==> src/rtl/uart_tx_fifo.sv <==
`default_nettype none
// ============================================================================
// Module  : uart_tx_fifo
// Brief   : UART transmitter with TX FIFO, run-time baud divisor and
//           configurable frame format; frames are sent back to back.
// Revision: 1.0
// ============================================================================
module uart_tx_fifo #(
    parameter int FIFO_DEPTH  = 16,
    parameter int DATA_BITS   = 8,
    parameter int PARITY      = 0,
    parameter int STOP_BITS   = 1,
    parameter int DIV_DEFAULT = 434
) (
    input  logic                         clk,
    input  logic                         rst,
    input  logic                         write_en,
    input  logic [7:0]                   data,
    input  logic                         div_we,
    input  logic [15:0]                  div_in,
    input  logic                         clr_overflow,
    output logic                         tx,
    output logic                         uart_busy,
    output logic                         fifo_full,
    output logic                         fifo_empty,
    output logic [$clog2(FIFO_DEPTH):0]  fifo_count,
    output logic                         overflow
);

    localparam int AW = $clog2(FIFO_DEPTH);
    localparam int CW = AW + 1;
    localparam logic [CW-1:0] c_FULL_COUNT = CW'(FIFO_DEPTH);
    localparam logic [15:0]   c_DIV_RESET  = 16'(DIV_DEFAULT);
    localparam logic [3:0]    c_LAST_DATA  = 4'(DATA_BITS - 1);
    localparam logic [3:0]    c_LAST_STOP  = 4'(STOP_BITS - 1);

    typedef enum logic [2:0] {
        S_IDLE   = 3'd0,
        S_START  = 3'd1,
        S_DATA   = 3'd2,
        S_PARITY = 3'd3,
        S_STOP   = 3'd4
    } state_t;

    logic [DATA_BITS-1:0] r_mem [FIFO_DEPTH];
    logic [AW-1:0]        r_wr_ptr, r_rd_ptr;
    logic [CW-1:0]        r_count;
    logic                 r_full, r_empty, r_ovf, r_busy, r_tx, r_par;
    logic [15:0]          r_shadow, r_div, r_baud;
    logic [3:0]           r_bit;
    logic [DATA_BITS-1:0] r_shift;
    state_t               r_state;

    state_t               w_state_next;
    logic                 w_tx_next, w_pop, w_load, w_push, w_drop, w_bit_end;
    logic [15:0]          w_baud_next;
    logic [3:0]           w_bit_next;
    logic [DATA_BITS-1:0] w_shift_next, w_head;
    logic [CW-1:0]        w_count_next;
    logic                 w_unused_data;

    assign w_head        = r_mem[r_rd_ptr];
    assign w_bit_end     = (r_baud == r_div - 16'd1);
    assign w_push        = write_en && (!r_full || w_pop);
    assign w_drop        = write_en && r_full && !w_pop;
    assign w_unused_data = ^data;

    always_comb begin
        w_state_next = r_state;
        w_tx_next    = r_tx;
        w_pop        = 1'b0;
        w_load       = 1'b0;
        w_baud_next  = r_baud + 16'd1;
        w_bit_next   = r_bit;
        w_shift_next = r_shift;
        case (r_state)
            S_IDLE: begin
                w_tx_next   = 1'b1;
                w_baud_next = 16'd0;
                w_bit_next  = 4'd0;
                if (!r_empty) begin
                    w_pop        = 1'b1;
                    w_load       = 1'b1;
                    w_shift_next = w_head;
                    w_state_next = S_START;
                    w_tx_next    = 1'b0;
                end
            end
            S_START: begin
                if (w_bit_end) begin
                    w_baud_next  = 16'd0;
                    w_bit_next   = 4'd0;
                    w_state_next = S_DATA;
                    w_tx_next    = r_shift[0];
                end
            end
            S_DATA: begin
                if (w_bit_end) begin
                    w_baud_next = 16'd0;
                    if (r_bit == c_LAST_DATA) begin
                        w_bit_next = 4'd0;
                        if (PARITY != 0) begin
                            w_state_next = S_PARITY;
                            w_tx_next    = r_par;
                        end else begin
                            w_state_next = S_STOP;
                            w_tx_next    = 1'b1;
                        end
                    end else begin
                        w_bit_next   = r_bit + 4'd1;
                        w_shift_next = r_shift >> 1;
                        w_tx_next    = r_shift[1];
                    end
                end
            end
            S_PARITY: begin
                if (w_bit_end) begin
                    w_baud_next  = 16'd0;
                    w_bit_next   = 4'd0;
                    w_state_next = S_STOP;
                    w_tx_next    = 1'b1;
                end
            end
            S_STOP: begin
                if (w_bit_end) begin
                    w_baud_next = 16'd0;
                    if (r_bit == c_LAST_STOP) begin
                        w_bit_next = 4'd0;
                        // Chain straight into the next start bit when data is queued
                        if (!r_empty) begin
                            w_pop        = 1'b1;
                            w_load       = 1'b1;
                            w_shift_next = w_head;
                            w_state_next = S_START;
                            w_tx_next    = 1'b0;
                        end else begin
                            w_state_next = S_IDLE;
                            w_tx_next    = 1'b1;
                        end
                    end else begin
                        w_bit_next = r_bit + 4'd1;
                    end
                end
            end
            default: begin
                w_state_next = S_IDLE;
                w_tx_next    = 1'b1;
            end
        endcase
    end

    always_comb begin
        w_count_next = r_count;
        if (w_push && !w_pop)
            w_count_next = r_count + CW'(1);
        else if (w_pop && !w_push)
            w_count_next = r_count - CW'(1);
    end

    always_ff @(posedge clk) begin
        if (w_push)
            r_mem[r_wr_ptr] <= data[DATA_BITS-1:0];
    end

    always_ff @(posedge clk) begin
        if (rst) begin
            r_state  <= S_IDLE;
            r_tx     <= 1'b1;
            r_baud   <= 16'd0;
            r_bit    <= 4'd0;
            r_shift  <= '0;
            r_par    <= 1'b0;
            r_div    <= c_DIV_RESET;
            r_shadow <= c_DIV_RESET;
            r_wr_ptr <= '0;
            r_rd_ptr <= '0;
            r_count  <= '0;
            r_full   <= 1'b0;
            r_empty  <= 1'b1;
            r_ovf    <= 1'b0;
            r_busy   <= 1'b0;
        end else begin
            r_state <= w_state_next;
            r_tx    <= w_tx_next;
            r_baud  <= w_baud_next;
            r_bit   <= w_bit_next;
            r_shift <= w_shift_next;
            if (w_load) begin
                r_par <= (PARITY == 2) ? ~^w_head : ^w_head;
                r_div <= r_shadow;
            end
            if (div_we)
                r_shadow <= (div_in == 16'd0) ? 16'd1 : div_in;
            if (w_push)
                r_wr_ptr <= r_wr_ptr + AW'(1);
            if (w_pop)
                r_rd_ptr <= r_rd_ptr + AW'(1);
            r_count <= w_count_next;
            r_full  <= (w_count_next == c_FULL_COUNT);
            r_empty <= (w_count_next == '0);
            r_busy  <= (w_state_next != S_IDLE) || (w_count_next != '0);
            if (w_drop)
                r_ovf <= 1'b1;
            else if (clr_overflow)
                r_ovf <= 1'b0;
        end
    end

    assign tx         = r_tx;
    assign uart_busy  = r_busy;
    assign fifo_full  = r_full;
    assign fifo_empty = r_empty;
    assign fifo_count = r_count;
    assign overflow   = r_ovf;

endmodule
`default_nettype wire

==> config.mk <==
export PLATFORM = sky130hd
export DESIGN_NAME = uart_tx_fifo
export DESIGN_NICKNAME = d
export VERILOG_FILES = /design/src/rtl/uart_tx_fifo.sv
export SDC_FILE = /design/constraint.sdc
export NUM_CORES = 1
export LEC_CHECK = 0
export CORE_AREA = 10 10 117 224
export CTS_CLUSTER_DIAMETER = 40
export DETAILED_ROUTE_END_ITERATION = 16
export DIE_AREA = 0 0 127 234
export PLACE_DENSITY = 0.6
export SYNTH_ARGS = -nofsm -noshare
export SYNTH_HDL_FRONTEND = slang
export SYNTH_SLANG_ARGS = --single-unit
==> constraint.sdc <==
create_clock -name clk -period 6.9 [get_ports clk]
set_clock_uncertainty 0.1 [all_clocks]
set_input_delay 0.69 -clock clk [delete_from_list [all_inputs] [get_ports clk]]
set_output_delay 0.69 -clock clk [all_outputs]
set_load 0.1 [all_outputs]
==> results of run 1 <==
[metrics by stage]
step                      power, mW  worst slack [ns]  util (%)  std cells  cell area [sq um]
after floorplan                2.23              3.22         -        694               9120
after global placement         2.48              2.73      43.0        983               9730
after detailed placement       2.50              2.60      43.0        983               9730
after CTS                      3.72              2.58      46.3       1024              10500
after global routing           3.83              2.29      46.3       1024              10500
final                          3.67              2.55      46.3       1024              10500
[tightest hold or removal path: stages, from the launching register on]
cell and delay [ns]:
dfxtp_1 0.32, mux2i_1 0.06, nand2_1 0.06
[power by group through the flow]
stage,logic [mW],clock network (mW),registers [mW]
after floorplan,0.580,0,1.65
after global placement,0.940,0,1.54
after detailed placement,0.960,0,1.54
after CTS,0.962,1.24,1.52
after global routing,1.02,1.29,1.52
final,0.945,1.22,1.51
[layout by cell type, fill, tap and decap left out, types with 3 or more instances in the layout]
cell,Yosys,layout
a211o_1,4,4
a211oi_1,3,3
a21oi_1,17,17
a311oi_1,8,8
and3_1,9,9
buf_4,3,3
clkbuf_1,20,4
clkbuf_16,0,23
clkdlybuf4s50_1,0,37
clkinv_1,2,3
clkinv_2,0,3
dfxtp_1,85,84
edfxtp_1,128,128
ha_1,11,11
inv_1,16,16
inv_6,0,3
mux2i_1,33,33
mux4_2,41,41
nand2_1,51,51
nand2b_1,5,5
nand3_1,17,17
nand4_1,7,7
nor2_1,96,96
nor3_1,15,15
nor4_1,8,8
o21ai_0,11,11
or3_1,4,4
or4_1,3,3
xnor2_1,29,29
xor2_1,20,20
[how the worst min path moves through the flow]
stage | to | slack, ns | depth (start not counted)
6_report | r_shadow[8] | 0.38 | 2
5_1_grt | r_div[8] | 0.41 | 2
4_1_cts | r_shadow[7] | 0.38 | 2
3_5_place_dp | r_div[7] | 0.36 | 2
3_3_place_gp | r_shadow[8] | 0.36 | 2
2_1_floorplan | r_shadow[4] | 0.34 | 2
[cell usage after synthesis, types with 4 or more instances]
cell,n
edfxtp_1,128
nor2_1,96
dfxtp_1,85
nand2_1,51
mux4_2,41
mux2i_1,33
xnor2_1,29
clkbuf_1,20
xor2_1,20
a21oi_1,17
nand3_1,17
inv_1,16
nor3_1,15
ha_1,11
o21ai_0,11
and3_1,9
a311oi_1,8
nor4_1,8
nand4_1,7
nand2b_1,5
a211o_1,4
buf_1,4
buf_2,4
or3_1,4
[state kept, by name, indices dropped and copies added (netlist names), named ones only]
name and count:
fifo_count 5, fifo_empty 1, fifo_full 1, overflow 1, r_baud 16, r_bit 4
r_div 16, r_mem 128, r_rd_ptr 4, r_shadow 16, r_shift 8, r_state 3
r_wr_ptr 4, tx 1, uart_busy 1
[cell families after synthesis]
| group | synth area share, % |
|---|---|
| adder cells (fa/ha/maj) | 1.63 |
| flip-flops | 60.8 |
| AO/OA/AOI/OAI | 4.68 |
| AND/OR/NAND/NOR | 12.2 |
| XOR/XNOR | 4.71 |
| buffers and inverters | 2.25 |
| multiplexers | 13.7 |
[cell type report]
class	instances	area, sq um	share of cell area [%]
Sequential cell	213	5550	52.9
Clock inverter	14	158	1.50
Timing Repair Buffer	41	398	3.80
Clock buffer	27	591	5.64
Tap cell	280	350	3.34
Inverter	18	67.6	0.645
Multi-Input combinational cell	431	3370	32.2
[routing by layer]
layer	vias to the layer above	share of wire, %
met5	-	0
met4	0	3.4
met3	35	4.1
met2	136	60
met1	2756	33
li1	2642	-
==> flow_summary.ini, run 1 <==
[critical_path]
slowest_delay_ns = 0.90
cp_max_fo = 8
path_class = flip-flop to flip-flop
end_kind = flip-flop
startpoint_type = flip-flop
cp.buffers_inverters = 0
crit_chain = nor4_1 > nand4b_1 > a211o_1 > a221oi_2 > nand4_1 > a31oi_2 > nand2_1 > nor3_1
slowest_stage = nor3_1
path_depth = 8
crit_end = r_mem[1][0]
rr_worst_depth = 8
r2r_setup_slack_ns = 2.55
critPathLaunch = r_div[2]
arrival_ns = 4.36
worstPathRequired_ns = 6.91
rr_startpoint = r_div[2]
critPathTopFamily = simple AND/OR/NAND/NOR gates
r2r_end = r_mem[1][0]

[synthesis]
synth_flop_cell = edfxtp_1
ys_ff_latch = 213
syn_nets = 734
synth_cell_types = 60
synth_area_leaders = edfxtp_1 (42%), dfxtp_1 (19%), mux4_2 (10%)
netlist.area_leader.share_pct = 42.1
synth_area_sq_mm = 0.00912
yosysTopAreaCell = edfxtp_1
synth_warnings = 0
synth_cells = 694
synthArstFlopShare_pct = 0
synth-edff-count = 128
ys_seq_area_share_pct = 60.8
synth_area_per_cell_sq_um = 13.1

[grt]
grt.busiest_layer = met2
grt_pass1_wl_microns = 34000
gr-usage-met3_pct = 2.13
grt_overflow = 0
use_met1_pct = 13.3
use_met2_pct = 30.2
grt_max_degree = 56
grt_pass1_vias = 6025
grt_antenna_before_repair = 0
grt_usage_pct = 14.5

[drt]
drtAntennaViolNets = 0
vias = 5569
wl_per_cell_microns = 21.1
routed_wl_microns = 21700
drtIter0Drc = 272
drtPass1Iterations = 4
via_per_inst = 5.44
post-route-drc-count = 0

[clock_tree]
clk_latency_ns = 0.50
cts.path.max_buffers = 3
cts-root-buf = clkbuf_16
cts_buffers = 23
clk_pin_slew_ns = 0.06
cts_tree = done
cts_resized = 0
post_cts_buffers = 0
cts.sinks = 213
ctsHoldBuffers = 0
htreeDepth = 1

[die]
dieArea_sq_mm = 0.0297
die_w_microns = 127
die_y_microns = 234
initial_core_util_pct = 40.3
core_area_sq_mm = 0.0226
rows = 78
io_pins = 39

[power_and_ir_drop]
power_density_mw_per_mm2 = 351
p_switching_mw = 1.16
vdd_drop_max_uv = 231
leakage_nw = 3.53
p_comb_share_pct = 25.7
power.internal_mw = 2.52
swShare_pct = 31.5
power_frac_clock_pct = 33.1
p_seq_share_pct = 41.2

[placement]
hpwl_microns = 16000
io_buffers = 38
place_congestion = 0.896

[flow_run]
max_cap_viol_count = 0

[sta]
relSlewSlack_pct = 25.0
fin_crit_sh_pct = 63.0
fin_crit_ns = 4.35
slew_viol_final = 0
tns_ns = 0
setup_viol = 0
timing.hold.ws_ns = 0.375
timing.fmax_mhz = 230
timing_hold_violations_final = 0
grt_setup_unrepaired = false
worstMarginPinSlew_ns = 1.12

[cells_and_area]
insertedDiodeCount = 0
nNetsFinal = 768
drive_gt1_share_pct = 12.9
synthToLayoutAreaGrowth_pct = 14.9
fill_cells = 2024

[hold_path]
min_from = r_shadow[8]
holdCritPathClass = flip-flop to flip-flop

[outcome]
status = finished clean
Note: power is estimated with default switching activity, not from simulation.
==> run 2: changes to the inputs <==
==> constraint.sdc (replaced) <==
create_clock -name clk -period 4.2 [get_ports clk]
set_clock_uncertainty 0.1 [all_clocks]
set_input_delay 0.42 -clock clk [delete_from_list [all_inputs] [get_ports clk]]
set_output_delay 0.42 -clock clk [all_outputs]
set_load 0.1 [all_outputs]
==> flow_summary.ini, run 2 (same netlist as run 1, synthesis figures left out) <==
[power_and_ir_drop]
vdd_drop_max_uv = 337
power_frac_clock_pct = 33.0
leakage_nw = 3.64
p_seq_share_pct = 42.0
swShare_pct = 31.7
power_density_mw_per_mm2 = 571
p_switching_mw = 1.93
p_comb_share_pct = 25.0
power.internal_mw = 4.15

[clock_tree]
post_cts_buffers = 0
cts_resized = 0
clk_pin_slew_ns = 0.07
cts_tree = done
cts-root-buf = clkbuf_16
cts.sinks = 213
cts_buffers = 23
cts.path.max_buffers = 3
clk_latency_ns = 0.51
ctsHoldBuffers = 0
htreeDepth = 1

[outcome]
status = finished clean

[drt]
drtIter0Drc = 295
vias = 5663
drtPass1Iterations = 4
via_per_inst = 5.42
post-route-drc-count = 0
wl_per_cell_microns = 21.3
routed_wl_microns = 22300
drtAntennaViolNets = 0

[hold_path]
holdCritPathClass = input port to flip-flop

[cells_and_area]
mostFrequentLayoutCells = edfxtp_1 (128), nor2_1 (96), dfxtp_1 (84)
largest_reg_flops = 128
drive_gt1_share_pct = 15.2
nNetsFinal = 788
synthToLayoutAreaGrowth_pct = 16.5
largest_register = r_mem
insertedDiodeCount = 0
fill_cells = 2056
final_common_cell = edfxtp_1
finalNonFillerCells = 1044

[sta]
fin_crit_sh_pct = 90.9
tns_ns = 0
setup_viol = 0
timing.hold.ws_ns = 0.309
worstMarginPinSlew_ns = 1.05
relSlewSlack_pct = 29.7
fin_crit_ns = 3.82
timing.fmax_mhz = 262
timing_hold_violations_final = 0
slew_viol_final = 0
grt_setup_unrepaired = false

[placement]
dp_cells = 1003
place_congestion = 0.872
hpwl_microns = 16700
io_buffers = 38

[grt]
grt_max_degree = 29
grt_pass1_wl_microns = 34700
grt_pass1_vias = 6111
grt_overflow = 0
grt_usage_pct = 14.9
grt_antenna_before_repair = 0

[critical_path]
crit_chain = or4_1 > or3_1 > a211o_1 > a221oi_2 > nand4_1 > a31oi_2 > nand2_1 > nor3_1 > buf_4
path_class = flip-flop to flip-flop
slowest_stage = a31oi_2
startpoint_type = flip-flop
arrival_ns = 3.94
slowest_delay_ns = 0.55
cp_max_fo = 8
end_kind = flip-flop
worstPathRequired_ns = 4.32

[die]
die_w_microns = 127
core_area_sq_mm = 0.0226
initial_core_util_pct = 40.3
rows = 78
dieArea_sq_mm = 0.0297
io_pins = 39
die_y_microns = 234

[flow_run]
max_cap_viol_count = 0
[run 2: cell count changes in the layout (fill, tap and decap cells not counted)]
cell	change
clkinvlp_2	-1
clkinv_4	+1
buf_4	+20
inv_6	+1
clkinv_8	-1
clkbuf_1	+1
clkinv_1	-1
[run 2: worst max-delay path: cells and delay by family (launching register included)]
family	cells	cell delay, ns
buffers and inverters	1	0.20
and+or+nand+nor	5	1.68
AOI/OAI and AO/OA	3	1.17
DFF	1	0.38
[run 2: cell type report]
type	count	area (sq um)	area share, %
Clock buffer	28	594	5.59
Sequential cell	213	5550	52.2
Clock inverter	13	150	1.41
Multi-Input combinational cell	431	3370	31.7
Inverter	18	67.6	0.636
Tap cell	280	350	3.30
Timing Repair Buffer	61	548	5.16
[run 2: power groups by stage]
stage,registers (mW),clock network [mW],logic [mW]
after floorplan,2.72,0,0.953
after global placement,2.59,0,1.51
after detailed placement,2.60,0,1.53
after CTS,2.55,2.04,1.54
after global routing,2.58,2.12,1.63
final,2.55,2.00,1.52
[run 2: per-stage QoR]
step / area, sq um / power (mW) / util [%] / setup slack [ns]
global route: 10600 / 6.32 / 46.9 / 0.238
global placement: 9880 / 4.10 / 43.6 / 0.436
finish: 10600 / 6.07 / 46.9 / 0.380
detailed placement: 9880 / 4.13 / 43.6 / 0.407
CTS: 10600 / 6.14 / 46.9 / 0.397
floorplan: 9120 / 3.67 / - / 0.523
[run 2: path summary, 6_finish.rpt]
| path | startpoint | end | slack (ns) | depth (start not counted) |
|---|---|---|---|---|
| hold reg to reg | r_shift[4] | r_shift[3] | 0.38 | 2 |
| setup / recovery | r_div[11] | r_mem[3][2] | 0.38 | 9 |
| hold / removal | rst | r_rd_ptr[0] | 0.31 | 2 |
| setup reg to reg | r_div[11] | r_mem[3][2] | 0.38 | 9 |
[run 2: routing by layer]
layer	vias up	wire length [microns]	track usage (%)	part of all wire, %
li1	2686	-	-	-
met1	2821	7340	13.7	33
met2	117	13300	30.9	60
met3	39	701	2.13	3.1
met4	0	891	6.33	4.0
met5	-	0	0	0
